===== src/rtl/udp_axis_pkg.sv =====
// Shared types and constants for the UDP receive/transmit AXI-Stream blocks.
// Latency: n/a (declarations only).
// Backpressure: n/a.
package udp_axis_pkg;

   typedef enum logic [1:0] {
      ARB_IDLE = 2'd0,
      ARB_PASS = 2'd1,
      ARB_DROP = 2'd2
   } arb_state_t;

   localparam int UDP_MAX_PKT_LEN = 1500;

   // Ceiling log2 usable in parameter defaults; clog2(1) = 0
   function automatic int clog2(input int value);
      int result;
      result = 0;
      for (int i = 0; i < 31; i++) begin
         if ((1 << i) < value) begin
            result = i + 1;
         end
      end
      return result;
   endfunction

endpackage


===== src/rtl/rr_pick.sv =====
// Round-robin priority encoder: first requester strictly after ptr, wrapping.
// Latency: purely combinational.
// Backpressure: none; the caller decides when to consume the pick.
module rr_pick
   import udp_axis_pkg::*;
#(
   parameter int NUM_SRC = 4,
   parameter int SRC_W   = clog2(NUM_SRC)
) (
   input  logic [NUM_SRC-1:0] req,
   input  logic [SRC_W-1:0]   ptr,
   output logic [SRC_W-1:0]   gnt_idx,
   output logic               any
);

   int w_idx;

   // Scan offsets from farthest to nearest so the nearest requester after ptr wins
   always_comb begin
      gnt_idx = '0;
      any     = |req;
      w_idx   = 0;
      for (int off = NUM_SRC; off >= 1; off--) begin
         w_idx = (int'(ptr) + off) % NUM_SRC;
         if (req[SRC_W'(w_idx)]) begin
            gnt_idx = SRC_W'(w_idx);
         end
      end
   end

endmodule


===== src/rtl/axis_8b_rr_arbiter.sv =====
// Packet-locked round-robin arbiter of byte-wide sources into the 8-to-32 packer, with truncation.
// Latency: grant one cycle after request; PASS data path is zero-latency; one idle cycle between packets.
// Backpressure: m_axis_tready passes straight to the granted source; during DROP the source is always readied.
module axis_8b_rr_arbiter
   import udp_axis_pkg::*;
#(
   parameter int NUM_SRC     = 4,
   parameter int SRC_W       = clog2(NUM_SRC),
   parameter int MAX_PKT_LEN = UDP_MAX_PKT_LEN,
   parameter int CNT_W       = clog2(MAX_PKT_LEN + 1)
) (
   input  logic                 clk_8,
   input  logic                 reset_8_n,
   input  logic [NUM_SRC*8-1:0] s_axis_tdata,
   input  logic [NUM_SRC-1:0]   s_axis_tvalid,
   input  logic [NUM_SRC-1:0]   s_axis_tlast,
   output logic [NUM_SRC-1:0]   s_axis_tready,
   output logic [7:0]           m_axis_tdata,
   output logic                 m_axis_tvalid,
   output logic                 m_axis_tlast,
   output logic [SRC_W-1:0]     m_axis_tdest,
   input  logic                 m_axis_tready,
   output logic [SRC_W-1:0]     grant_id,
   output logic                 busy,
   output logic [15:0]          trunc_cnt
);

   arb_state_t       r_state;
   arb_state_t       w_next_state;
   logic [SRC_W-1:0] r_grant;
   logic [SRC_W-1:0] r_rr_ptr;
   logic [CNT_W-1:0] r_byte_cnt;
   logic [15:0]      r_trunc_cnt;
   logic [SRC_W-1:0] w_pick_idx;
   logic             w_pick_any;
   logic             w_src_vld;
   logic             w_src_last;
   logic [7:0]       w_src_dat;
   logic             w_at_limit;
   logic             w_pass_acc;
   logic             w_drop_acc;
   logic             w_trunc;

   rr_pick #(
      .NUM_SRC (NUM_SRC),
      .SRC_W   (SRC_W)
   ) u_rr_pick (
      .req     (s_axis_tvalid),
      .ptr     (r_rr_ptr),
      .gnt_idx (w_pick_idx),
      .any     (w_pick_any)
   );

   assign w_src_vld  = s_axis_tvalid[r_grant];
   assign w_src_last = s_axis_tlast[r_grant];
   assign w_src_dat  = s_axis_tdata[{r_grant, 3'b000} +: 8];

   // Last byte that may be forwarded: count of already-accepted bytes is MAX_PKT_LEN-1
   assign w_at_limit = (r_byte_cnt == CNT_W'(MAX_PKT_LEN - 1));
   assign w_pass_acc = (r_state == ARB_PASS) && w_src_vld && m_axis_tready;
   assign w_drop_acc = (r_state == ARB_DROP) && w_src_vld;
   assign w_trunc    = w_pass_acc && w_at_limit && !w_src_last;

   // State register
   always_ff @(posedge clk_8 or negedge reset_8_n) begin
      if (!reset_8_n) begin
         r_state <= ARB_IDLE;
      end else begin
         r_state <= w_next_state;
      end
   end

   // Next-state: lock grant until source tlast, divert to DROP when the length cap is hit
   always_comb begin
      w_next_state = r_state;
      case (r_state)
         ARB_IDLE: begin
            if (w_pick_any) begin
               w_next_state = ARB_PASS;
            end
         end
         ARB_PASS: begin
            if (w_pass_acc && w_src_last) begin
               w_next_state = ARB_IDLE;
            end else if (w_trunc) begin
               w_next_state = ARB_DROP;
            end
         end
         ARB_DROP: begin
            if (w_drop_acc && w_src_last) begin
               w_next_state = ARB_IDLE;
            end
         end
         default: w_next_state = ARB_IDLE;
      endcase
   end

   // Outputs: zero-latency mux of the granted source in PASS, sink-only in DROP
   always_comb begin
      s_axis_tready = '0;
      m_axis_tdata  = '0;
      m_axis_tvalid = 1'b0;
      m_axis_tlast  = 1'b0;
      m_axis_tdest  = '0;
      case (r_state)
         ARB_PASS: begin
            m_axis_tdata           = w_src_dat;
            m_axis_tvalid          = w_src_vld;
            m_axis_tlast           = w_src_last | w_at_limit;
            m_axis_tdest           = r_grant;
            s_axis_tready[r_grant] = m_axis_tready;
         end
         ARB_DROP: begin
            s_axis_tready[r_grant] = 1'b1;
         end
         default: ;
      endcase
   end

   // Grant, round-robin pointer, per-packet byte count and saturating truncation count
   always_ff @(posedge clk_8 or negedge reset_8_n) begin
      if (!reset_8_n) begin
         r_grant     <= '0;
         r_rr_ptr    <= SRC_W'(NUM_SRC - 1);
         r_byte_cnt  <= '0;
         r_trunc_cnt <= '0;
      end else begin
         if (r_state == ARB_IDLE && w_pick_any) begin
            r_grant    <= w_pick_idx;
            r_rr_ptr   <= w_pick_idx;
            r_byte_cnt <= '0;
         end else if (w_pass_acc) begin
            r_byte_cnt <= r_byte_cnt + 1'b1;
         end
         if (w_trunc && r_trunc_cnt != 16'hFFFF) begin
            r_trunc_cnt <= r_trunc_cnt + 16'd1;
         end
      end
   end

   assign busy      = (r_state != ARB_IDLE);
   assign grant_id  = r_grant;
   assign trunc_cnt = r_trunc_cnt;

endmodule


===== config.mk =====
export PLATFORM = sky130hd
export DESIGN_NAME = axis_8b_rr_arbiter
export DESIGN_NICKNAME = d
export VERILOG_FILES = /design/src/rtl/udp_axis_pkg.sv /design/src/rtl/rr_pick.sv /design/src/rtl/axis_8b_rr_arbiter.sv
export SDC_FILE = /design/constraint.sdc
export NUM_CORES = 1
export LEC_CHECK = 0
export ABC_AREA = 1
export CAP_MARGIN = 40
export CORE_MARGIN = 2
export CORE_UTILIZATION = 51
export CTS_CLUSTER_DIAMETER = 60
export DETAILED_ROUTE_END_ITERATION = 10
export HOLD_SLACK_MARGIN = 0.15
export PLACE_DENSITY = 0.95
export SYNTH_ARGS = -nofsm -noshare
export SYNTH_HDL_FRONTEND = slang
export SYNTH_SLANG_ARGS = --single-unit
export TNS_END_PERCENT = 5

===== constraint.sdc =====
create_clock -name clk_8 -period 2.45 [get_ports clk_8]
set_input_delay 0.3675 -clock clk_8 [delete_from_list [all_inputs] [get_ports clk_8]]
set_output_delay 0.3675 -clock clk_8 [all_outputs]
set_load 0.05 [all_outputs]

; ---- After elaboration in Yosys (flattened, before gate mapping)
; Cells that the tools add are included.
[totals]
in_bits = 43
register_bits = 33
ram_bits = 0
rom_bits = 0
mem_count = 0
latchBits = 0
elab_cells = 77
[classes]
n_reduce_logical = 16
n_eq_ne = 7
muxes = 34
n_div = 0
magnitude_cmp = 6
addsub = 6
mul = 0
bitwise_logic = 2
shift = 1
[ops]
columns = op, count
row1 = indexed part select 32 x 6 -> 8 bit, 1
row2 = two-way mux 11 bit, 2
row3 = two-way mux 2 bit, 9
row4 = "adder 16 x 1 -> 16 bit, second input constant", 1
row5 = "less-than comparator 2 x 4 -> 1 bit, second input constant", 4
row6 = "inequality test 16 bit, second input constant", 1
row7 = two-way mux 1 bit, 13
row8 = binary-select mux 1 bit (select 2 bit), 6
row9 = "adder 11 x 1 -> 11 bit, second input constant", 1
row10 = "== test 11 bit, second input constant", 1
row11 = logical AND 1 bit, 10
row12 = two-way mux 8 bit, 1
row13 = case mux 4 bit (2 select lines), 1
row14 = case mux 2 bit (3 select lines), 1
row15 = "adder 2 x 1 -> 2 bit, second input constant", 2
row16 = "adder 2 bit, second input constant", 2
row17 = AND 4 bit, 1
row18 = nonzero test 2 bit, 2
row19 = OR reduction 4 bit, 1
row20 = "less-than comparator 2 x 3 -> 1 bit, second input constant", 1
row21 = "inequality test 3 x 2 -> 1 bit, second input constant", 1
row22 = AND reduction 3 bit, 1
row23 = demux 1 bit (select 2 bit), 1
row24 = "== test 2 x 1 -> 1 bit, second input constant", 1
row25 = other kinds (7), 7

; ---- Longest topological paths before layout
[depth]
depth_word = 9
ltp_mapped = 11
ltp_nobuf = 10

; ---- By module
; A second synthesis with hierarchy kept.
[unflattened]
hier_cells = 373
hier_area_um2 = 2527.4
[modules_own_cells]
columns = module, seq_area_each_um2, n_inst, area_each_um2, cells_per_inst
row1 = axis_8b_rr_arbiter, 828.3, 1, 2260.9, 322
row2 = rr_pick, 0.0, 1, 266.5, 51

; ---- Least setup slack after synthesis
; OpenSTA, ideal clock, no wires.
[synth_path]
kind = register to output
startpoint = register r_grant[0] (netlist: grant_id[0])
endpoint = output port m_axis_tdata[0]
arrival_time_ns = 2.209
path_stages_with_launch = 6
path_slack_ns = -0.126
required_time_ns = 2.082
path_cell_list = dfrtp_1 inv_2 clkbuf_1 nor2_1 a22oi_1 a31oi_1
[synth_via]
elab_chain_cells = 2
[synth_lines]
columns = item, line_no
row1 = start: declaration, axis_8b_rr_arbiter.sv:30  ; logic [SRC_W-1:0] r_grant;
row2 = start signal: assignment, axis_8b_rr_arbiter.sv:129  ; r_grant <= w_pick_idx;
row3 = indexed part select 32 x 6 -> 8 bit, axis_8b_rr_arbiter.sv:56  ; assign w_src_dat = s_axis_tdata[{r_grant, 3'b000} +: 8];
row4 = two-way mux 8 bit, axis_8b_rr_arbiter.sv:105  ; case (r_state)
row5 = end: declaration, axis_8b_rr_arbiter.sv:18  ; output logic [7:0] m_axis_tdata,
; No other way between the ends.

; ---- Worst setup path in the final report
[layout_path]
startpoint = register r_state[1]
endpoint = output port s_axis_tready[1]
[layout_via]
elab_chain_cells = 2
[layout_lines]
columns = item, line_no
row1 = start: declaration, axis_8b_rr_arbiter.sv:28  ; arb_state_t r_state;
row2 = start signal: assignment, axis_8b_rr_arbiter.sv:69  ; r_state <= w_next_state;
row3 = == test 2 bit / == test 2 x 1 -> 1 bit (equally long branches), axis_8b_rr_arbiter.sv:105
row4 = case mux 4 bit (2 select lines) *, axis_8b_rr_arbiter.sv:105
row5 = end: declaration, axis_8b_rr_arbiter.sv:17  ; output logic [NUM_SRC-1:0] s_axis_tready,
; Mark *: on every way between the ends. The rest lies on a longest branch, timed or not.

==> impl_metrics.json <==
{
  "cap_violations": 0,
  "first_global_vias": 2812,
  "grt_max_degree": 34,
  "finalClockSkew_ps": 9.399,
  "drc": 0,
  "hold_buffers": 0,
  "grt_pass1_wl_um": 12190,
  "antenna_found_initial": 0,
  "layout-drive-gt1-share_pct": 10.70,
  "required_ps": 2080,
  "fin_util_pct": 76.29,
  "rsz0062_at_grt": "yes",
  "die_height_um": 74.85,
  "via_count": 2948,
  "end_kind": "output port",
  "cts_buffer_depth": 2,
  "setup_violations": 0,
  "r2r_slack_ps": 410,
  "synth_top_flop_cell": "dfrtp_1",
  "async_flop_share_pct": 100.0,
  "ys_seq_area_share_pct": 32.36,
  "status": "completed",
  "min_path_type": "input pin to async pin",
  "tns_ps": 0,
  "cts_buffers": 5,
  "synth_nets": 426,
  "synth_largest_area_cell": "dfrtp_1",
  "place_ws_ps": 231.6,
  "ctsResizeCount": 0,
  "yosys_warnings": 0,
  "io_buffers": 77,
  "hold_violations": 0,
  "seq_area_um2": 829.5,
  "syn_avg_cell_area_um2": 6.772,
  "critPathMaxFanout": 5,
  "antenna_cells": 0,
  "post_drt_wl_per_cell_um": 14.63,
  "grt_overflow": 0,
  "tightest_slew_ps": 541.3,
  "coreArea_mm2": 0.004786,
  "multi_input_area_mm2": 0.001523,
  "io_pins": 78,
  "syn-cell-area_mm2": 0.002560,
  "synth_cell_type_count": 31,
  "rows": 25,
  "leakage_nw": 1.609,
  "r2r_cells": 7,
  "slew_headroom_pct": 63.82,
  "synth_cells": 378,
  "first_pass_iters": 4,
  "synth_top_area_share_pct": 30.30,
  "n_fill_cell": 327,
  "slew_violations": 0,
  "die-area_mm2": 0.005603,
  "drt_iter0_drc": 142,
  "start_util_pct": 53.49,
  "max_freq_mhz": 423.3,
  "worstReg2RegEnd": "trunc_cnt[13]",
  "cts_root_buf": "clkbuf_8",
  "power_mw": 3.402,
  "dp_hpwl_um": 5898,
  "period_share_pct": 96.42,
  "cp-start-kind": "flop",
  "synth.top_cells.by_area": "dfrtp_1 (30%), nand2_1 (17%), nand3_1 (8.8%)",
  "p_per_area_mw_per_mm2": 931.7,
  "cts_max_level": 2,
  "area_delta_synth_final_pct": 42.62,
  "cts.sinks": 33,
  "worstSetupPathType": "flop to output port",
  "layout_setup_ws_ps": 87.59,
  "post_cts_buffers": 0,
  "arrival_ps": 1990,
  "grt_usage_pct": 27.95,
  "cts_tree": "built",
  "globalplace.congestion": 0.9536,
  "vias_per_cell": 5.615,
  "nets": 505,
  "ys_seq_elements": 33,
  "clkTransAtPathRegs_ps": 70,
  "routed_wl_um": 7679,
  "ant_nets": 0,
  "reg2reg_from": "trunc_cnt[0]",
  "die_x_um": 74.85,
  "synth_edf_count": 0,
  "irDropWorstVdd_uv": 527.0,
  "period_minus_slack_ps": 2362,
  "clock_latency_ps": 290
}
## cell usage after synthesis, types with 3 or more instances
master	number
nor2_2	3
nand2_2	4
clkbuf_1	4
inv_1	34
o21ai_1	11
xor2_1	10
a31oi_1	8
nand4_1	7
nand2_1	113
ha_1	5
inv_2	4
o21ai_0	10
nor3_1	16
dfrtp_1	31
nand3b_1	4
buf_6	4
a22oi_1	8
nor2_1	28
nand3_1	45
xnor2_1	6
a21oi_1	9
## per-stage QoR
stage	std cells	area [um2]	hold WS, ps
after floorplan	378	2566	71.91
after global placement	517	3528	484.8
after detailed placement	517	3528	495.7
after CTS	525	3645	482.1
after global routing	525	3651	521.5
final	525	3651	470.1
## routing by layer
layer,global-route usage [%],share of wire [%]
met1,31.55,38
met2,51.75,50
met3,5.622,10
met4,10.12,1.6
met5,0,0
## registers in the layout, indices dropped and copies added, names as in the netlist
register	flops
trunc_cnt	16
r_byte_cnt	11
grant_id	2
r_rr_ptr	2
r_state	2
## cell type report
cell class	instances	share of cell area, %
inverters	40	4.112
clock buffers	7	2.365
clock inverters	1	0.8225
flip-flops and latches	33	22.72
well taps	67	2.296
multi-input cells	295	41.71
repair buffers	82	25.98
## placed cells by master, fill, tap and decap left out, drive strengths merged, types with 7 or more instances in the layout
cell	instances
nor2	33
nand3	46
nand4	7
a31oi	8
inv	38
nor3	18
xor2	10
a22oi	8
nand2	118
buf	19
a21oi	9
dfrtp	31
o21ai	21
clkdlybuf4s50	63
clkbuf	7
## power breakdown
group | total [mW] | switching (mW) | leakage (nW) | internal (mW)
logic | 2.15 | 1.34 | 1.10 | 0.809
clock network | 0.534 | 0.203 | 0.0585 | 0.332
registers | 0.721 | 0.108 | 0.447 | 0.613
## worst max-delay path, stage by stage (launching register included)
cell and delay [ps]:
dfrtp_1 390, inv_1 80, ha_1 240, nand2_1 130
inv_1 160, o21ai_1 170, nor3_1 350, buf_12 190
## worst max-delay path by stage
| stage | start | endpoint | cells after the start |
|---|---|---|---|
| global placement | m_axis_tready | s_axis_tready[1] | 6 |
| detailed placement | m_axis_tready | s_axis_tready[1] | 6 |
| finish | r_state[1] | s_axis_tready[1] | 7 |
| CTS | r_state[1] | s_axis_tready[1] | 7 |
| global route | r_state[1] | s_axis_tready[1] | 7 |
| floorplan | grant_id[0] | m_axis_tdata[1] | 5 |
## logic make-up after synthesis
kind of cell	count (synthesis)	share of synthesized area [%]
simple gates	228	40.96
fa+ha+maj	5	2.444
flops	33	32.36
buf+inv	50	8.602
compound gates	46	10.17
xor+xnor	16	5.474
(Power assumes the default switching activity.)
